--- config.mk ---
export PLATFORM = sky130hd
export DESIGN_NAME = inst_fetch
export DESIGN_NICKNAME = d
export VERILOG_FILES = /design/src/rtl/inst_fetch_pkg.sv /design/src/rtl/inst_fetch_fetch_buf.sv /design/src/rtl/inst_fetch.sv
export SDC_FILE = /design/constraint.sdc
export NUM_CORES = 1
export LEC_CHECK = 0
export ABC_CLOCK_PERIOD_IN_PS = 4800
export BUFFER_PORTS_ARGS = -buffer_cell sky130_fd_sc_hd__clkbuf_2
export CORE_UTILIZATION = 30
export DETAILED_ROUTE_END_ITERATION = 6
export PLACE_DENSITY_LB_ADDON = 0.12
export SYNTH_ARGS = -nofsm -noshare
export SYNTH_HDL_FRONTEND = slang
export SYNTH_SLANG_ARGS = --single-unit
--- constraint.sdc ---
create_clock -name clk -period 4.8 [get_ports clk]
set_input_delay 0.96 -clock clk [delete_from_list [all_inputs] [get_ports clk]]
set_output_delay 0.96 -clock clk [all_outputs]
set_load 0.03 [all_outputs]
--- src/rtl/inst_fetch_pkg.sv ---
// Shared definitions for the instruction fetch stage: FSM encoding, PC constants
// and a word-alignment helper used by the fetch datapath.
package inst_fetch_pkg;

  localparam int          INSTR_W  = 32;
  localparam logic [31:0] RESET_PC = 32'h0000_0000;
  localparam logic [31:0] PC_STEP  = 32'd4;

  typedef enum logic [1:0] {
    IDLE  = 2'd0,
    REQ   = 2'd1,
    FULL  = 2'd2,
    DRAIN = 2'd3
  } fetch_state_e;

  function automatic logic [31:0] wordAlign(input logic [31:0] addr);
    return {addr[31:2], 2'b00};
  endfunction

endpackage

--- src/rtl/inst_fetch_fetch_buf.sv ---
// One-entry hold register for a fetched instruction and its address; the valid
// flag is the handshake toward decode, the payload simply holds its last load.
module fetch_buf
  import inst_fetch_pkg::*;
(
  input  logic               clk,
  input  logic               rst,
  input  logic               i_load,
  input  logic               i_clear,
  input  logic [INSTR_W-1:0] i_instr,
  input  logic [31:0]        i_pc,
  output logic               o_valid,
  output logic [INSTR_W-1:0] o_instr,
  output logic [31:0]        o_pc
);

  logic               r_valid;
  logic [INSTR_W-1:0] r_instr;
  logic [31:0]        r_pc;

  // Clear wins so a squash can never leave a stale entry marked valid.
  always_ff @(posedge clk or posedge rst) begin
    if (rst) begin
      r_valid <= 1'b0;
      r_instr <= '0;
      r_pc    <= RESET_PC;
    end else if (i_clear) begin
      r_valid <= 1'b0;
    end else if (i_load) begin
      r_valid <= 1'b1;
      r_instr <= i_instr;
      r_pc    <= i_pc;
    end
  end

  assign o_valid = r_valid;
  assign o_instr = r_instr;
  assign o_pc    = r_pc;

endmodule

--- src/rtl/inst_fetch.sv ---
// Instruction fetch stage: one outstanding memory request at a time, a single
// instruction buffer toward decode, and redirect handling including draining.
module inst_fetch
  import inst_fetch_pkg::*;
(
  input  logic               clk,
  input  logic               rst,
  input  logic [31:0]        pc,
  output logic               pc_en,
  output logic [31:0]        pc_next,
  output logic               imem_req,
  output logic [31:0]        imem_addr,
  input  logic               imem_ack,
  input  logic [INSTR_W-1:0] imem_rdata,
  output logic               if_valid,
  output logic [INSTR_W-1:0] if_instr,
  output logic [31:0]        if_pc,
  input  logic               id_ready,
  input  logic               redirect,
  input  logic [31:0]        redirect_pc
);

  fetch_state_e r_state;
  fetch_state_e w_stateNext;
  logic         w_bufLoad;
  logic         w_bufClear;

  always_ff @(posedge clk or posedge rst) begin
    if (rst) r_state <= IDLE;
    else     r_state <= w_stateNext;
  end

  // A redirect in REQ without its ack leaves a request in flight, so DRAIN
  // swallows that ack; an ack in DRAIN ends the drain even with a new redirect.
  always_comb begin
    w_stateNext = r_state;
    case (r_state)
      IDLE:  w_stateNext = redirect ? IDLE : REQ;
      REQ: begin
        if (redirect)      w_stateNext = imem_ack ? IDLE : DRAIN;
        else if (imem_ack) w_stateNext = FULL;
      end
      FULL:  if (redirect || id_ready) w_stateNext = IDLE;
      DRAIN: if (imem_ack) w_stateNext = IDLE;
      default: w_stateNext = IDLE;
    endcase
  end

  // Redirect always owns the PC write port; sequential advance only on a
  // clean ack. Outputs are forced to their reset values while rst is high.
  always_comb begin
    imem_req   = 1'b0;
    imem_addr  = '0;
    pc_en      = 1'b0;
    pc_next    = '0;
    w_bufLoad  = 1'b0;
    w_bufClear = 1'b0;
    if (!rst) begin
      if (r_state == REQ) begin
        imem_req  = 1'b1;
        imem_addr = wordAlign(pc);
      end
      if (redirect) begin
        pc_en   = 1'b1;
        pc_next = wordAlign(redirect_pc);
      end else if (r_state == REQ && imem_ack) begin
        pc_en   = 1'b1;
        pc_next = pc + PC_STEP;
      end
      w_bufLoad  = (r_state == REQ) && imem_ack && !redirect;
      w_bufClear = (r_state == FULL) && (redirect || id_ready);
    end
  end

  fetch_buf u_fetchBuf (
    .clk     (clk),
    .rst     (rst),
    .i_load  (w_bufLoad),
    .i_clear (w_bufClear),
    .i_instr (imem_rdata),
    .i_pc    (pc),
    .o_valid (if_valid),
    .o_instr (if_instr),
    .o_pc    (if_pc)
  );

endmodule

==> results of run 1 <==
-- final cells by class --
cell class / instances / share of cell area, %
flip-flops and latches: 67 / 31.2
clock buffers: 9 / 4.19
multi-input cells: 381 / 36.4
repair buffers: 234 / 22.4
inverters: 6 / 0.443
well taps: 168 / 3.91
clock inverters: 7 / 1.42
-- metrics by stage --
stage | hold slack [ns] | cells | setup slack, ns | area (um^2)
floorplan | 0.496 | 485 | 1.05 | 3760
global placement | 0.459 | 856 | 0.753 | 5070
detailed placement | 0.461 | 856 | 0.712 | 5070
CTS | 0.479 | 872 | 0.723 | 5370
global route | 0.497 | 872 | 0.580 | 5370
finish | 0.473 | 872 | 0.718 | 5370
-- flip-flops by register name (all words and copies together), names as in the netlist --
signal	flops
u_fetchBuf.o_instr	32
r_state	2
u_fetchBuf.o_valid	1
u_fetchBuf.o_pc	32
-- worst min-delay path: stages (launching register included) --
cell     delay [ns]
dfrtp_1        0.34
nand2_1        0.05
nand2_1        0.06
-- cells by family after synthesis --
logic type	count (synthesis)
AND/OR/NAND/NOR	321
flip-flops	67
AO/OA/AOI/OAI	44
buffers and inverters	37
XOR/XNOR	12
adder cells (fa/ha/maj)	1
other	1
multiplexers	1
-- how the worst max path moves through the flow --
stage | slack, ns | cells after the start | end | startpoint
global route | 0.58 | 6 | pc_next[17] | rst
detailed placement | 0.71 | 6 | pc_next[20] | rst
finish | 0.72 | 7 | pc_next[20] | pc[2]
CTS | 0.72 | 7 | pc_next[20] | pc[2]
global placement | 0.75 | 7 | pc_next[20] | pc[2]
floorplan | 1.05 | 6 | pc_next[12] | rst
-- cells in the mapped netlist, types with 2 or more instances --
cell      count  area [um^2]
dfrtp_1      67         1680
a221o_1       2         20.0
clkbuf_1     26         97.6
xor2_1        3         26.3
o211ai_1     10         75.1
nand3_1      12         60.1
a21o_1        5         37.5
buf_2         3         15.0
and4_1        3         26.3
a22o_1        3         26.3
and3_1        3         18.8
o311ai_0      3         26.3
nor4_1        5         31.3
nor3_1       10         50.1
and2_1       34          213
buf_4         2         15.0
o31ai_1       2         15.0
inv_1         6         22.5
or2_2         3         18.8
or4_1         9         67.6
xnor2_1       9         78.8
o21ai_0      17         85.1
nand2_1     203          762
nor2_1       14         52.6
or3_1         2         12.5
nand4b_1      3         26.3
nand4_1      10         62.6
-- layout by cell type (no fill, tap or decap), drive strengths merged, types with 5 or more instances in the layout --
cell      n
nor4      5
inv       7
nand2   203
dfrtp    67
and2     35
xnor2     9
nand3    13
o21ai    17
buf       7
nor3     10
or4       9
nand4    11
a21o      5
nor2     14
clkbuf  236
o211ai   10
-- layer usage --
layer	global-route usage, %	vias to the layer above
met2	34.0	119
li1	-	2036
met3	3.61	14
met5	0	-
met1	25.5	1953
met4	6.75	0
-- power by group --
part	switching (mW)	internal, mW	leakage (nW)
combinational	1.01	0.382	1.95
clock	0.266	0.406	0.142
sequential	0.146	0.826	0.842
==> key figures, run 1 <==
Run status
  – Outcome: complete, no violations

Pwr
  – Total power draw: approximately 3.0 mW
  – P_leak: between 2 and 3 nW
  – VDD IR max: between 0.2 and 0.3 mV
  – Pwr dens: 565 nW/um^2

Global route
  – GRT Util Overall: 19.9%
  – Vias in the first global route: between 3000 and 4000
  – Grt total ovfl: 0
  – Largest net degree at the start of global routing: 64
  – Initial antenna violation count: 0
  – First-pass GRT wire length: ~20000 um

Detailed routing
  – Total wire length: 12600 um
  – Met2 WL: between 6000 and 7000 um
  – DRC: 0
  – Final ANT Viol Nets: 0
  – Met3 WL: approximately 610 um
  – Routed wire length per instance: around 14 um
  – Via density: 4.73
  – Initial DRC Count: 237
  – DRT met1 WL: between 5000 and 6000 um
  – Via Count: ~4000
  – Highest metal used: met4
  – First-pass detailed-route iteration total: 4

Clock network
  – Max Root-Sink Buffers: 2
  – H-tree levels: 3
  – Root Buffer: clkbuf_16
  – Worst skew pair latency: 0.33 ns
  – CTS tree: built
  – Reg clk slew, reported paths: about 0.050 ns
  – Hold bufs inserted after CTS: 0
  – Setup bufs post-CTS: 0
  – CTS sink count: 67
  – Total CTS buffers: 9
  – Resized cells post-CTS: 0

Critical path
  – Worst setup path class: input port to output pin
  – R2R depth: 4
  – Reg-to-reg endpoint: u_fetchBuf.o_pc[1]
  – CP endpoint kind: output pin
  – R2r setup slk: 2.64 ns
  – Required time worst endpoint: roughly 3.8 ns
  – Worst reg2reg path startpoint: r_state[1]
  – Critical-path cell list: clkbuf_2, ha_1, nand4_4, or4_1, or4_1, o211ai_1, clkbuf_2
  – Crit path launch type: input port
  – Max incr delay on CP: around 0.67 ns
  – Crit path DAT: 3.12 ns
  – Buf+Inv Stages, Crit Path: 2
  – CP delay by family, top: simple AND/OR/NAND/NOR gates
  – Critical path's slowest cell: or4_1
  – CP max FO: 8

Logic synthesis
  – Synth Area in Compound Gates: approximately 8%
  – Xor-xnor portion of the synthesized cell area: 2.80%
  – Post-synthesis simple-gate area fraction: about 40%
  – Largest family of logic cells by synthesized area: simple AND/OR/NAND/NOR gates
  – Post-synthesis mux area share: less than 1%
  – Main synth FF type: dfrtp_1
  – Flops & latches, synth: 67
  – Mapped Cells: ~480
  – Syn. warnings: 0
  – Post-synth EDFFs: 0
  – Post-synthesis sequential area ratio: 44.6%
  – Distinct cells, synth: 42
  – Share of flip-flops with an asynchronous set or reset: 100%
  – Synthesized area: between 3000 and 4000 um^2
  – Post-Synth Adder-Cell Area: 0.333%
  – Mapped Avg Cell Area: just under 8 um^2

Floorplanning
  – Die ar.: roughly 13000 um^2
  – IO Count: 232
  – Number of cell rows: 40
  – Initial Utilization: between 30% and 40%
  – CORE AREA: roughly 12000 um^2
  – Die Span X: 114 um
  – DIE HEIGHT: roughly 110 um

Run
  – Max_cap viols: 0

Timing
  – Layout Skew: 0.00736 ns
  – Slew @ Worst Pin: ~0.86 ns
  – F_max: about 240 MHz
  – Fin Setup TNS: 0 ns
  – Final worst path period share: a little under nine tenths
  – Final Hold Fails: 0
  – Setup-failing EPs final: 0
  – Unrepaired setup endpoints after global routing: no
  – Max_slew headroom: a little over two fifths
  – Fin crit period: 4.08 ns
  – Fin. max-slew vios: 0

Finish
  – FF/Latch Area: about 1700 um^2
  – Nets: approximately 800
  – Area delta synth->final: 43.0%
  – Area of the multi-input gates: between 1500 and 2000 um^2
  – Layout cells sized above 1: a little under two fifths
  – Final core occ: 44.3%
  – Fillers: about 1300
  – Diodes inserted: 0

Placement
  – Post-DP HPWL: 9340 um
  – RD Place Congestion: 0.784
  – Buffers on Ports: between 200 and 250

Min path
  – HP Class: flop to flop
  – Hold Path Stages: 2
  – Hold EP: u_fetchBuf.o_pc[4]
  – Hold path start: u_fetchBuf.o_pc[4]
Note: power is estimated with default switching activity, not from simulation.
==> inputs of run 2 (changes only) <==
--- a/config.mk
+++ b/config.mk
@@ -7,7 +7,7 @@
 export LEC_CHECK = 0
 export ABC_CLOCK_PERIOD_IN_PS = 4800
 export BUFFER_PORTS_ARGS = -buffer_cell sky130_fd_sc_hd__clkbuf_2
-export CORE_UTILIZATION = 30
+export CORE_UTILIZATION = 47
 export DETAILED_ROUTE_END_ITERATION = 6
 export PLACE_DENSITY_LB_ADDON = 0.12
 export SYNTH_ARGS = -nofsm -noshare
==> run 2 against run 1 <==
Effect of this change: critical path depth shrank 1; sequential share of layout area grew 1.1 points; critical path type unchanged; setup slack lost 0.099 ns; clock skew grew 0.0019 ns; highest routed layer unchanged; flip-flop and latch count is the same.
==> key figures, run 2 (same netlist as run 1, synthesis figures left out) <==
Run status
  – Outcome: complete, no violations

Timing
  – Final worst path period share: about 87%
  – Final Hold Fails: 0
  – Fin Setup TNS: 0 ns
  – Fin crit period: about 4.2 ns
  – Final hold slack: approximately 0.48 ns
  – Final WS setup: a little over 0.6 ns
  – Unrepaired setup endpoints after global routing: no
  – Layout Skew: ~0.0092 ns
  – Slew @ Worst Pin: 0.876 ns
  – F_max: 239 MHz
  – Setup-failing EPs final: 0
  – Fin. max-slew vios: 0
  – Max_slew headroom: around 41%

Global route
  – First-pass GRT wire length: around 18000 um
  – GR Util met1: 35.5%
  – Grt total ovfl: 0
  – Initial antenna violation count: 0
  – Met2 usage: between 40% and 50%
  – Largest net degree at the start of global routing: 47
  – Global-route layer with the greatest usage: met2
  – Vias in the first global route: between 3000 and 4000
  – GRT Util Overall: 27.6%
  – Met3 Track Usage GR: 5.78%

Finish
  – Nets: between 800 and 900
  – Final core occ: around 67%
  – Layout cells sized above 1: 37.3%
  – Commonest non-fill, non-tap cell in the layout: clkbuf_2
  – Diodes inserted: 0
  – Area delta synth->final: 38.0%
  – Leading cell types in the layout, fill and taps excluded: clkbuf_2 (227), nand2_1 (203), dfrtp_1 (67), and2_1 (34), o21ai_0 (17)

Clock network
  – H-tree levels: 3
  – Reg clk slew, reported paths: roughly 0.07 ns
  – Max Root-Sink Buffers: 2
  – CTS sink count: between 60 and 70
  – Setup bufs post-CTS: 0
  – Worst skew pair latency: ~0.34 ns
  – Total CTS buffers: 9
  – Resized cells post-CTS: 0
  – Root Buffer: clkbuf_8
  – CTS tree: built
  – Hold bufs inserted after CTS: 0

Pwr
  – Total power draw: between 2 and 3 mW
  – P_leak: 2.89 nW
  – Pwr dens: between 500 and 600 nW/um^2
  – VDD IR max: 0.364 mV

Critical path
  – R2r setup slk: 2.41 ns
  – Crit path launch type: input port
  – Worst setup path class: input port to output pin
  – R2R depth: 4
  – Crit path DAT: 3.22 ns
  – Worst reg2reg path startpoint: r_state[1]
  – Reg-to-reg endpoint: u_fetchBuf.o_pc[14]
  – CP endpoint kind: output pin
  – Required time worst endpoint: about 3.8 ns
  – CP max FO: 46

Min path
  – Hold Path Stages: 2
  – HP Class: flop to flop
  – Hold path start: u_fetchBuf.o_instr[31]
  – Hold EP: u_fetchBuf.o_instr[31]

Floorplanning
  – Die Span X: approximately 91 um
  – Die ar.: around 8400 um^2
  – CORE AREA: approximately 7700 um^2
  – Number of cell rows: 32
  – IO Count: about 230
  – DIE HEIGHT: about 90 um
  – Initial Utilization: between 40% and 50%

Detailed routing
  – Routed wire length per instance: between 10 and 15 um
  – Via density: a little over 5
  – Final ANT Viol Nets: 0
  – Via Count: between 4000 and 5000
  – DRC: 0
  – Initial DRC Count: around 180
  – First-pass detailed-route iteration total: 4
  – Total wire length: 11400 um

Placement
  – Buffers on Ports: between 200 and 250
  – Pre-CTS WS: 0.624 ns
  – RD Place Congestion: between 0.8 and 0.9
  – Post-DP HPWL: 8660 um

Run
  – Max_cap viols: 0
==> run 2: power by group <==
| group | internal (mW) | switching (mW) |
|---|---|---|
| logic | 0.381 | 1.00 |
| clock network | 0.291 | 0.223 |
| registers | 0.825 | 0.148 |
| total | 1.50 | 1.37 |
==> run 2: worst max-delay path by stage <==
| stage | startpoint | to | slack [ns] |
|---|---|---|---|
| 3_5_place_dp | rst | pc_next[23] | 0.62 |
| 6_report | rst | pc_next[20] | 0.62 |
| 3_3_place_gp | rst | pc_next[23] | 0.65 |
| 2_1_floorplan | rst | pc_next[12] | 1.05 |
| 4_1_cts | rst | pc_next[23] | 0.63 |
| 5_1_grt | rst | pc_next[23] | 0.47 |
==> run 2: metal layers <==
| metal | vias up | routed length, um |
|---|---|---|
| met5 | - | 0 |
| met4 | 0 | 195 |
| met3 | 18 | 803 |
| met2 | 157 | 5530 |
| met1 | 1897 | 4840 |
| li1 | 2042 | - |
==> run 2: cell type report <==
class | instances | area [um^2]
fillers | 738 | 2540
repair buffers | 234 | 1190
multi-input cells | 381 | 1950
inverters | 6 | 22.5
clock buffers | 9 | 124
well taps | 102 | 128
clock inverters | 6 | 90.1
flip-flops and latches | 67 | 1680
==> run 2: through the flow <==
stage	cells	instance area, um^2
CTS	805	5180
global route	805	5180
finish	805	5180
floorplan	485	3760
global placement	790	4970
detailed placement	790	4970
==> run 2: critical path, cell delays in order <==
cell,delay (ns)
clkbuf_2,0.13
nand4bb_1,0.42
or2_2,0.72
or4_1,0.62
o211ai_1,0.11
clkbuf_2,0.25
